**config.mk**
```make
export PLATFORM = sky130hd
export DESIGN_NAME = regfile_wr_arbiter
export DESIGN_NICKNAME = d
export VERILOG_FILES = /design/src/rtl/regfile_wr_arbiter.sv
export SDC_FILE = /design/constraint.sdc
export NUM_CORES = 1
export LEC_CHECK = 0
export CAP_MARGIN = 20
export CELL_PAD_IN_SITES_DETAIL_PLACEMENT = 1
export CELL_PAD_IN_SITES_GLOBAL_PLACEMENT = 1
export CORE_MARGIN = 1.5
export CORE_UTILIZATION = 33
export CTS_CLUSTER_DIAMETER = 30
export DETAILED_ROUTE_END_ITERATION = 12
export PLACE_DENSITY_LB_ADDON = 0.1
export REMOVE_ABC_BUFFERS = 1
export SETUP_SLACK_MARGIN = 0.02
export SYNTH_ARGS = -nofsm -noshare
export SYNTH_HDL_FRONTEND = slang
export SYNTH_SLANG_ARGS = --single-unit
```
**constraint.sdc**
```tcl
create_clock -name clk -period 4.8 [get_ports clk]
set_input_delay 0.72 -clock clk [delete_from_list [all_inputs] [get_ports clk]]
set_output_delay 0.72 -clock clk [all_outputs]
set_load 0.01 [all_outputs]
```
**src/rtl/regfile_wr_arbiter.sv**
```systemverilog
// rtl/regfile_wr_arbiter.sv - round-robin write-port arbiter and clear sequencer for an 8x8 register file
// Optional feature macro: REGFILE_ARB_PRIO0_EN (requester 0 gets fixed top priority)
// Ports:
//   clk, reset                   clock, synchronous active-high reset
//   req_valid, req_rd, req_data  per-requester write requests, requester i at slice i
//   req_ready                    combinational one-hot grant
//   clear_req                    pulse requesting that all registers be zeroed
//   clear_busy, clear_done       clear sequence running / finished pulse
//   rf_reg_write, rf_rd, rf_data_in  registered register-file write port
module regfile_wr_arbiter #(
    parameter int NUM_REQ = 3,
    parameter int ADDR_W  = 3,
    parameter int DATA_W  = 8
) (
    input  logic                      clk,
    input  logic                      reset,
    input  logic [NUM_REQ-1:0]        req_valid,
    input  logic [NUM_REQ*ADDR_W-1:0] req_rd,
    input  logic [NUM_REQ*DATA_W-1:0] req_data,
    output logic [NUM_REQ-1:0]        req_ready,
    input  logic                      clear_req,
    output logic                      clear_busy,
    output logic                      clear_done,
    output logic                      rf_reg_write,
    output logic [ADDR_W-1:0]         rf_rd,
    output logic [DATA_W-1:0]         rf_data_in
);

    localparam int PTR_W = (NUM_REQ > 1) ? $clog2(NUM_REQ) : 1;
`ifdef REGFILE_ARB_PRIO0_EN
    localparam bit PRIO0 = 1'b1;
`else
    localparam bit PRIO0 = 1'b0;
`endif

    typedef enum logic [1:0] {ARB, CLEAR, DONE} state_t;

    state_t            state, state_nxt;
    logic [PTR_W-1:0]  rr_ptr;
    logic [ADDR_W-1:0] clr_cnt;
    logic              grant_vld;
    logic              ptr_move;
    logic [PTR_W-1:0]  grant_idx;
    int                idx;

    always_comb begin
        state_nxt  = state;
        grant_vld  = 1'b0;
        grant_idx  = '0;
        ptr_move   = 1'b0;
        clear_busy = 1'b0;
        clear_done = 1'b0;
        idx        = 0;
        case (state)
            ARB: begin
                if (clear_req) begin
                    state_nxt = CLEAR;
                end else if (PRIO0 && req_valid[0]) begin
                    // Fixed-priority grant to requester 0 leaves the rotation untouched.
                    grant_vld = 1'b1;
                end else begin
                    for (int i = 0; i < NUM_REQ; i++) begin
                        idx = (int'(rr_ptr) + i) % NUM_REQ;
                        if (!grant_vld && req_valid[idx] && !(PRIO0 && idx == 0)) begin
                            grant_vld = 1'b1;
                            grant_idx = PTR_W'(idx);
                            ptr_move  = 1'b1;
                        end
                    end
                end
            end
            CLEAR: begin
                clear_busy = 1'b1;
                if (clr_cnt == '1) begin
                    state_nxt = DONE;
                end
            end
            DONE: begin
                clear_done = 1'b1;
                state_nxt  = ARB;
            end
            default: state_nxt = ARB;
        endcase
        // Nothing may be granted or flagged while reset is asserted.
        if (reset) begin
            grant_vld  = 1'b0;
            clear_busy = 1'b0;
            clear_done = 1'b0;
        end
        req_ready = grant_vld ? (NUM_REQ'(1) << grant_idx) : '0;
    end

    always_ff @(posedge clk) begin
        if (reset) begin
            state        <= ARB;
            rr_ptr       <= '0;
            clr_cnt      <= '0;
            rf_reg_write <= 1'b0;
            rf_rd        <= '0;
            rf_data_in   <= '0;
        end else begin
            state <= state_nxt;
            case (state)
                ARB: begin
                    rf_reg_write <= grant_vld;
                    if (clear_req) begin
                        clr_cnt <= '0;
                    end
                    // Without a grant rf_rd/rf_data_in keep their last values.
                    if (grant_vld) begin
                        rf_rd      <= req_rd[int'(grant_idx)*ADDR_W +: ADDR_W];
                        rf_data_in <= req_data[int'(grant_idx)*DATA_W +: DATA_W];
                        if (ptr_move) begin
                            rr_ptr <= PTR_W'((int'(grant_idx) + 1) % NUM_REQ);
                        end
                    end
                end
                CLEAR: begin
                    rf_reg_write <= 1'b1;
                    rf_rd        <= clr_cnt;
                    rf_data_in   <= '0;
                    clr_cnt      <= clr_cnt + 1'b1;
                end
                default: begin
                    rf_reg_write <= 1'b0;
                end
            endcase
        end
    end

endmodule

```
Yosys cells after proc, flatten, opt, wreduce, memory -nomap -nowiden
Cells that the tools add are included.

$add $sub $neg: 4. Multiply operators: 1. Divide/modulo/power cells: 4. Order comparisons: 3. Reductions and logical operators: 10. Eq/ne operators: 6. Shifts and indexed selects: 3. Multiplexer cells: 43.

Operators with widths (number): 32-bit by 4-bit less-than comparator with 1-bit output (second input constant) (3); 32-bit by 3-bit modulo with 32-bit output (second input constant) (3); 3-bit by 3-bit modulo with 32-bit output (second input constant) (1); 1-bit 2-to-1 mux (24); 24-bit by 6-bit variable part select with 8-bit output (1); 8-bit case mux with 2 select lines (1); 2-bit 2-to-1 mux (7); 3-bit case mux with 2 select lines (2); 3-bit 2-to-1 mux (3); 9-bit by 5-bit variable part select with 3-bit output (1); 8-bit 2-to-1 mux (1); 2-bit by 1-bit adder with 3-bit output (second input constant) (2); 1-bit binary-select mux with 2-bit select (3); 2-bit inequality test (second input constant) (3); 2-bit AND reduction (3); 2-bit by 2-bit multiplier with 4-bit output (second input constant) (1); 2-bit case mux with 2 select lines (1); 2-bit by 2-bit adder with 3-bit output (second input constant) (1); 3-bit by 1-bit adder with 3-bit output (second input constant) (1); 3-bit == test (second input constant) (1); 3-bit AND reduction (1); 1-bit by 2-bit << shifter with 3-bit output (first input constant) (1); 2-bit by 1-bit == test with 1-bit output (second input constant) (1); 2-bit == test (second input constant) (1); other kinds (5) (7).

Flip-flop bits (word level): 19. Input port bits: 39. Output and inout port bits: 17.

Longest topological paths before layout
Gate-level depths: netlist of the first run.

Depth after elaboration: 21. Mapped depth: 10. Depth with buffers taken out: 9.

Least setup slack after synthesis of the first run
OpenSTA, ideal clock, no wires.

Path type: input port to output port. Start point: input port req_valid[0]. End point: output port req_ready[2]. Stages on the path: 7. Path slack: 2.036 ns. Path buffers: 1. Data arrival time: 2.044 ns. Cell sequence: nand2b_1 -> a2111o_1 -> a21oi_2 -> buf_6 -> ha_1 -> inv_1 -> nor2_1.

Cells in the longest elaborated chain, start to end: 18. Elaborated cells between the ends (all ways): 30.

RTL lines: start, declared (line 17) `input logic [NUM_REQ-1:0] req_valid,`; 1-bit binary-select mux with 2-bit select (line 64) `if (!grant_vld && req_valid[idx] && !(PRIO0 && idx == 0)) begin`; 1-bit 2-to-1 mux (implied by the code) (2 in series) (line 64); 1-bit 2-to-1 mux (line 64); 1-bit 2-to-1 mux (line 56) `if (clear_req) begin`; 1-bit 2-to-1 mux (line 54) `case (state)`; 1-bit zero test (line 64); 1-bit logical AND (line 64); 1-bit 2-to-1 mux (line 64); 1-bit 2-to-1 mux (line 56); 1-bit 2-to-1 mux (line 54); 1-bit zero test (line 64); 1-bit logical AND (line 64); 2-bit 2-to-1 mux / 1-bit 2-to-1 mux (equally long branches) (line 64); 2-bit 2-to-1 mux / 1-bit 2-to-1 mux (equally long branches) (line 56); 2-bit 2-to-1 mux / 1-bit 2-to-1 mux (equally long branches) (line 54); 1-bit by 2-bit << shifter with 3-bit output / 1-bit 2-to-1 mux (equally long branches) (line 90, 85); 3-bit 2-to-1 mux * (line 90) `req_ready = grant_vld ? (NUM_REQ'(1) << grant_idx) : '0;`; end, declared (line 20) `output logic [NUM_REQ-1:0] req_ready,`.

Every way passes the cells marked *; elsewhere a longest branch is shown, timed or not. The select of a mux whose other input is x is not followed.

Worst setup path in the final report of the first run
Start point: input port req_valid[2]. End point: output port req_ready[1].

The elaborated chain is that of the path after synthesis.

==> out/summary.txt, run 1 <==
Status - finished clean
Final Slew Violations - 0
Fin Clk Skew - 3.872 ps
RSZ-0062 raised after global routing - false
DR DRC count - 0
Syn avg cell area - 8.391 um^2
CTS clock-pin slew for the worst setup and hold paths - 80 ps
Die Wd - 66.79 um
Total of max-cap violations - 0
Share of layout cells above drive strength 1 - 0.1043
Post-DP Area - 1914 um^2
Global-route usage over all layers - 0.2127
Starting density of the core - 0.3405
Final Hold Fails - 0
I/O pins - 56
Latest clock arrival within the worst-skew pair - 260 ps
TritonCTS clock tree - built
Final nets - 258
TNS Setup - 0 ps
Peak fanout along the critical path - 11
Port-buffer cells - 55
Critical path arrival - 3300 ps
HPWL Detailed - 3.334 mm
Total Die Area - 4460 um^2
Mean number of vias per cell - 5.441
Leading area contributor after synthesis - dfxtp_1
Post-CTS Setup Bufs - 0
Final setup viols - 0
Area growth, synth to finish - 46.04%
Die Y - 66.79 um
Drt total wl - 4.452 mm
Routed length per instance - 17.06 um
Num CTS Buffers - 3
Synth Register Bits - 19
Power Density - 225.5 nW/um^2
Area of the core - 3943 um^2
Worst EP required - 4080 ps
Post-synth cell types - 41
Hold WC Path Type - reg2reg
Routability cong. - 0.9015
Post-Synthesis Cells - 160
Crit path kind - in2out
Seq/Total Area, Yosys - 0.2833
Top cells by area, synth - dfxtp_1, a2111oi_2, ha_1
Clk root buf - clkbuf_8
Pleak - 0.7018 nW
Warnings from Yosys - 0
Top_reg_cell synth - dfxtp_1
Fmax - 248.9 MHz
Global-route wire length before repair - 7.127 mm
First-pass iteration count of the detailed router - 4
Pre-CTS WS - 826.1 ps
Total grt overflow - 0
Worst-Margin Slew - 926.8 ps
Final Cell Area - 1961 um^2
Crit path time final - 4017 ps
Post-synth ARST share - 0
Top cell type's share of synthesized area - 0.2833
CP Capture Type - output port
Post-layout util - 0.4973
Vias in the first global route - 1,456
Post-route setup slack - 782.9 ps
Via count - 1,420
Fin crit share - 0.8369
Top cells by count, synth - dfxtp_1, a21oi_1, nor2_1
Cell area after synthesis - 1343 um^2
CTS sink cnt - 19
Crit path launch type - input port
Post-synth EDFFs - 0
Routed Antenna Nets - 0
R2R Setup Slk - 2180 ps
Clk buf depth - 2
VDD IR max - 0.1098 mV
Hold_buf cts - 0
Slew headroom - 0.3775
Row count - 23
# diodes - 0
H-tree depth - 1
Initial antenna violation count - 0
DR iter-0 viols - 36
Most frequent cell after synthesis - dfxtp_1
Resize count post-CTS - 0
Largest net degree at the start of global routing - 23
-- per-stage QoR --
stage | hold WS [ps] | total power [mW] | instances
floorplan | 464.5 | 0.2492 | 149
CTS | 505.3 | 0.4461 | 261
global route | 545.8 | 0.4673 | 261
finish | 508.8 | 0.4422 | 261
global placement | 482.0 | 0.3253 | 257
detailed placement | 492.2 | 0.3300 | 257
-- worst max-delay path: stages --
cell and delay, ps:
clkdlybuf4s50_1 540, a21oi_1 270, o211a_1 380, nand2_1 180
inv_2 260, ha_1 250, inv_1 50, nor2_1 90
clkdlybuf4s50_1 550
-- report_power, final --
part / leakage [nW] / internal, mW / switching, mW
Clock: 0.0255 / 0.0577 / 0.0574
Sequential: 0.156 / 0.169 / 0.00785
Combinational: 0.520 / 0.0769 / 0.0729
-- layout make-up --
type,instances,area [um^2]
clock inverter,1,5.005
inverter,10,37.54
tap,50,62.56
timing repair buffer,58,573.1
clock buffer,3,41.29
sequential,19,380.4
fill,471,1982
multi-input combinational,120,860.8
-- metal layers --
metal	part of all wire	track usage	wire length, um
met1	0.45	0.2629	1995
met2	0.51	0.3825	2264
met3	0.035	0.03378	158
met4	0.0074	0.05102	33
met5	0	0	0
-- final timing paths --
path / from / to / depth (start not counted)
max reg2reg: rr_ptr[0] / rf_rd[0] / 8
max: req_valid[2] / req_ready[1] / 9
min: clr_cnt[2] / clr_cnt[2] / 2
min reg2reg: clr_cnt[2] / clr_cnt[2] / 2
-- cells by family after synthesis --
group | count (synthesis) | share of synthesized area
buf+inv | 21 | 0.07549
fa+ha+maj | 7 | 0.06523
mux | 2 | 0.01491
compound gates | 55 | 0.3309
simple gates | 56 | 0.2302
flops | 19 | 0.2833
-- registers in the layout, summed over array words and instances (netlist names) --
register and flops:
rr_ptr 2, rf_data_in 8, clr_cnt 3, rf_rd 3, state 2, rf_reg_write 1
-- layout by cell type (no fill, tap or decap), drive strengths merged, types with 2 or more instances in the layout --
cell type,count
or3,2
inv,10
nor3,11
nor4,9
ha,7
o31ai,2
mux2i,2
nand2b,3
o211ai,2
clkbuf,3
a21o,3
buf,3
nor2,15
a21boi,8
dfxtp,19
a2111oi,10
nor3b,2
nand3,3
nand2,8
o21ai,5
clkdlybuf4s50,55
a21oi,18
(Power assumes the default switching activity.)
==> inputs of run 2 (changes only) <==
--- a/config.mk
+++ b/config.mk
@@ -9,7 +9,7 @@
 export CELL_PAD_IN_SITES_DETAIL_PLACEMENT = 1
 export CELL_PAD_IN_SITES_GLOBAL_PLACEMENT = 1
 export CORE_MARGIN = 1.5
-export CORE_UTILIZATION = 33
+export CORE_UTILIZATION = 30
 export CTS_CLUSTER_DIAMETER = 30
 export DETAILED_ROUTE_END_ITERATION = 12
 export PLACE_DENSITY_LB_ADDON = 0.1
==> constraint.sdc (replaced) <==
create_clock -name clk -period 4.2 [get_ports clk]
set_input_delay 0.63 -clock clk [delete_from_list [all_inputs] [get_ports clk]]
set_output_delay 0.63 -clock clk [all_outputs]
set_load 0.01 [all_outputs]
==> out/summary.txt, run 2 (same netlist as run 1, synthesis figures left out) <==
Delay-heaviest family, CP - buffers and inverters
Final setup viols - 0 (unchanged)
First-pass iteration count of the detailed router - 4 (unchanged)
Largest register FFs - 8 (unchanged)
Initial antenna violation count - 0 (unchanged)
Clk buf depth - 2 (unchanged)
Post-CTS Setup Bufs - 0 (unchanged)
Hold Path Depth - 2 (unchanged)
Worst-Margin Slew - 963.4 ps (+36.68 ps)
Latest clock arrival within the worst-skew pair - 260 ps (about the same)
DR DRC count - 0 (unchanged)
CTS clock-pin slew for the worst setup and hold paths - 70 ps (about the same)
Hold_buf cts - 0 (unchanged)
VDD IR max - 0.1014 mV (-7.7%)
Final Hold Fails - 0 (unchanged)
Worst EP required - 3570 ps (-510 ps)
Fmax - 271.6 MHz
Crit path launch type - input port
RSZ-0062 raised after global routing - false
Die Y - 69.90 um (+4.7%)
Most frequent cells in the layout - clkdlybuf4s50_1, dfxtp_1, a21oi_1
Largest net degree at the start of global routing - 23 (unchanged)
Area growth, synth to finish - 46.23%
Total of max-cap violations - 0 (unchanged)
Routability cong. - 0.8036 (-11%)
Mean number of vias per cell - 5.403 (-0.69%)
R2r startpoint - rr_ptr[0]
Slew headroom - 0.3529 (-0.02464)
Total grt overflow - 0 (unchanged)
# diodes - 0 (unchanged)
Most numerous cell on the critical path - clkdlybuf4s50_1
TritonCTS clock tree - built
Final Slew Violations - 0 (unchanged)
Total Die Area - 4885 um^2 (+9.5%)
Row count - 24 (+4.3%)
CTS sink cnt - 19 (unchanged)
Peak fanout along the critical path - 11 (unchanged)
Global-route usage over all layers - 0.1892 (-0.02347)
Critical path arrival - 3050 ps (-250 ps)
Drt total wl - 4.428 mm (-0.54%)
Starting density of the core - 0.3105 (-0.03005)
TNS Setup - 0 ps (unchanged)
Via count - 1,421 (+0.070%)
Vias in the first global route - 1,577 (+8.3%)
R2R Setup Slk - 1750 ps (-430 ps)
Clk root buf - clkbuf_8
Largest regs - rf_data_in: 8 flops, clr_cnt: 3 flops, rf_rd: 3 flops
Resize count post-CTS - 0 (unchanged)
Critical path's largest stage delay - 540 ps (about the same)
Global-route wire length before repair - 7.534 mm (+5.7%)
Pleak - 0.7018 nW (unchanged)
Crit path cell chain - clkdlybuf4s50_1 -> a21oi_1 -> o211a_1 -> nand2_1 -> inv_2 -> ha_1 -> inv_1 -> nor2_1 -> clkdlybuf4s50_1
Area of the core - 4324 um^2 (+9.7%)
HPWL Detailed - 3.281 mm (-1.6%)
H-tree depth - 1 (unchanged)
DR iter-0 viols - 62 (+72%)
Port-buffer cells - 55 (unchanged)
PnR Total Power - 0.5040 mW (+14%)
Fin crit share - 0.8766
Routed Antenna Nets - 0 (unchanged)
Hold WC Path Type - reg2reg
Final nets - 258 (unchanged)
Hold endpoint - clr_cnt[1]
Fin Clk Skew - 3.250 ps (-0.6215 ps)
Crit path kind - in2out
Commonest non-fill, non-tap cell in the layout - clkdlybuf4s50_1
Share of layout cells above drive strength 1 - 0.1043 (unchanged)
Final hold slack - 512.0 ps (+3.261 ps)
Worst Hold Launch - clr_cnt[1]
Die Wd - 69.90 um (+4.7%)
Crit path buf inv count - 4 (unchanged)
Routed length per instance - 16.84 um (-1.3%)
Num CTS Buffers - 3 (unchanged)
I/O pins - 56 (unchanged)
Status - finished clean
Worst Reg-to-Reg Cells - 7 (-1)
R2r endpoint - rf_data_in[5]
Register name with the most flops - rf_data_in
Crit path time final - 3682 ps
CP Capture Type - output port
Power Density - 256.7 nW/um^2 (+14%)
Slowest CP cell - clkdlybuf4s50_1
run 2: power breakdown:
| part | total, mW | internal, mW | switching [mW] | leakage [nW] |
|---|---|---|---|---|
| clock | 0.132 | 0.0660 | 0.0656 | 0.0255 |
| combinational | 0.169 | 0.0880 | 0.0814 | 0.520 |
| sequential | 0.203 | 0.194 | 0.00940 | 0.156 |
run 2: worst register-to-register path: stages, from the launching register on:
cell and delay [ps]:
dfxtp_1 370, inv_1 60, ha_1 370, o32a_2 180
nor2_1 70, or4_4 700, a2111oi_0 480, nor4_1 100
run 2: metrics by stage:
stage | area (um^2) | util | setup slack, ps | std cells
after global placement | 1917 | 0.4433 | 638.2 | 259
final | 1963 | 0.4540 | 518.5 | 263
after detailed placement | 1917 | 0.4433 | 534.5 | 259
after floorplan | 1279 | - | 1261 | 149
after global routing | 1963 | 0.4540 | 331.1 | 263
after CTS | 1963 | 0.4540 | 526.9 | 263
run 2: worst max path at each step:
| stage | startpoint | end | cells after the start |
|---|---|---|---|
| 2_1_floorplan | rr_ptr[0] | req_ready[1] | 9 |
| 3_3_place_gp | clear_req | req_ready[1] | 9 |
| 3_5_place_dp | req_valid[2] | req_ready[1] | 9 |
| 4_1_cts | req_valid[2] | req_ready[1] | 9 |
| 5_1_grt | req_valid[2] | req_ready[1] | 9 |
| 6_report | req_valid[2] | req_ready[1] | 9 |
run 2: routing by layer:
| metal | vias up | global-route usage | routed length, um |
|---|---|---|---|
| li1 | 698 | - | - |
| met2 | 27 | 0.3291 | 2199 |
| met5 | - | 0 | 0 |
| met1 | 692 | 0.2433 | 2052 |
| met4 | 0 | 0.05342 | 48 |
| met3 | 4 | 0.02742 | 127 |
run 2: cell type report:
| class | instances | area [um^2] |
|---|---|---|
| clock buffer | 3 | 41.29 |
| timing repair buffer | 58 | 573.1 |
| multi-input combinational | 120 | 860.8 |
| sequential | 19 | 380.4 |
| tap | 52 | 65.06 |
| inverter | 10 | 37.54 |
| clock inverter | 1 | 5.005 |
| fill | 525 | 2361 |
==> inputs of run 3 (changes only) <==
--- a/config.mk
+++ b/config.mk
@@ -12,6 +12,7 @@
 export CORE_UTILIZATION = 30
 export CTS_CLUSTER_DIAMETER = 30
 export DETAILED_ROUTE_END_ITERATION = 12
+export GPL_ROUTABILITY_DRIVEN = 0
 export PLACE_DENSITY_LB_ADDON = 0.1
 export REMOVE_ABC_BUFFERS = 1
 export SETUP_SLACK_MARGIN = 0.02
==> results of run 3 <==
The final DEF is identical to that of run 2; final timing and power are the same.
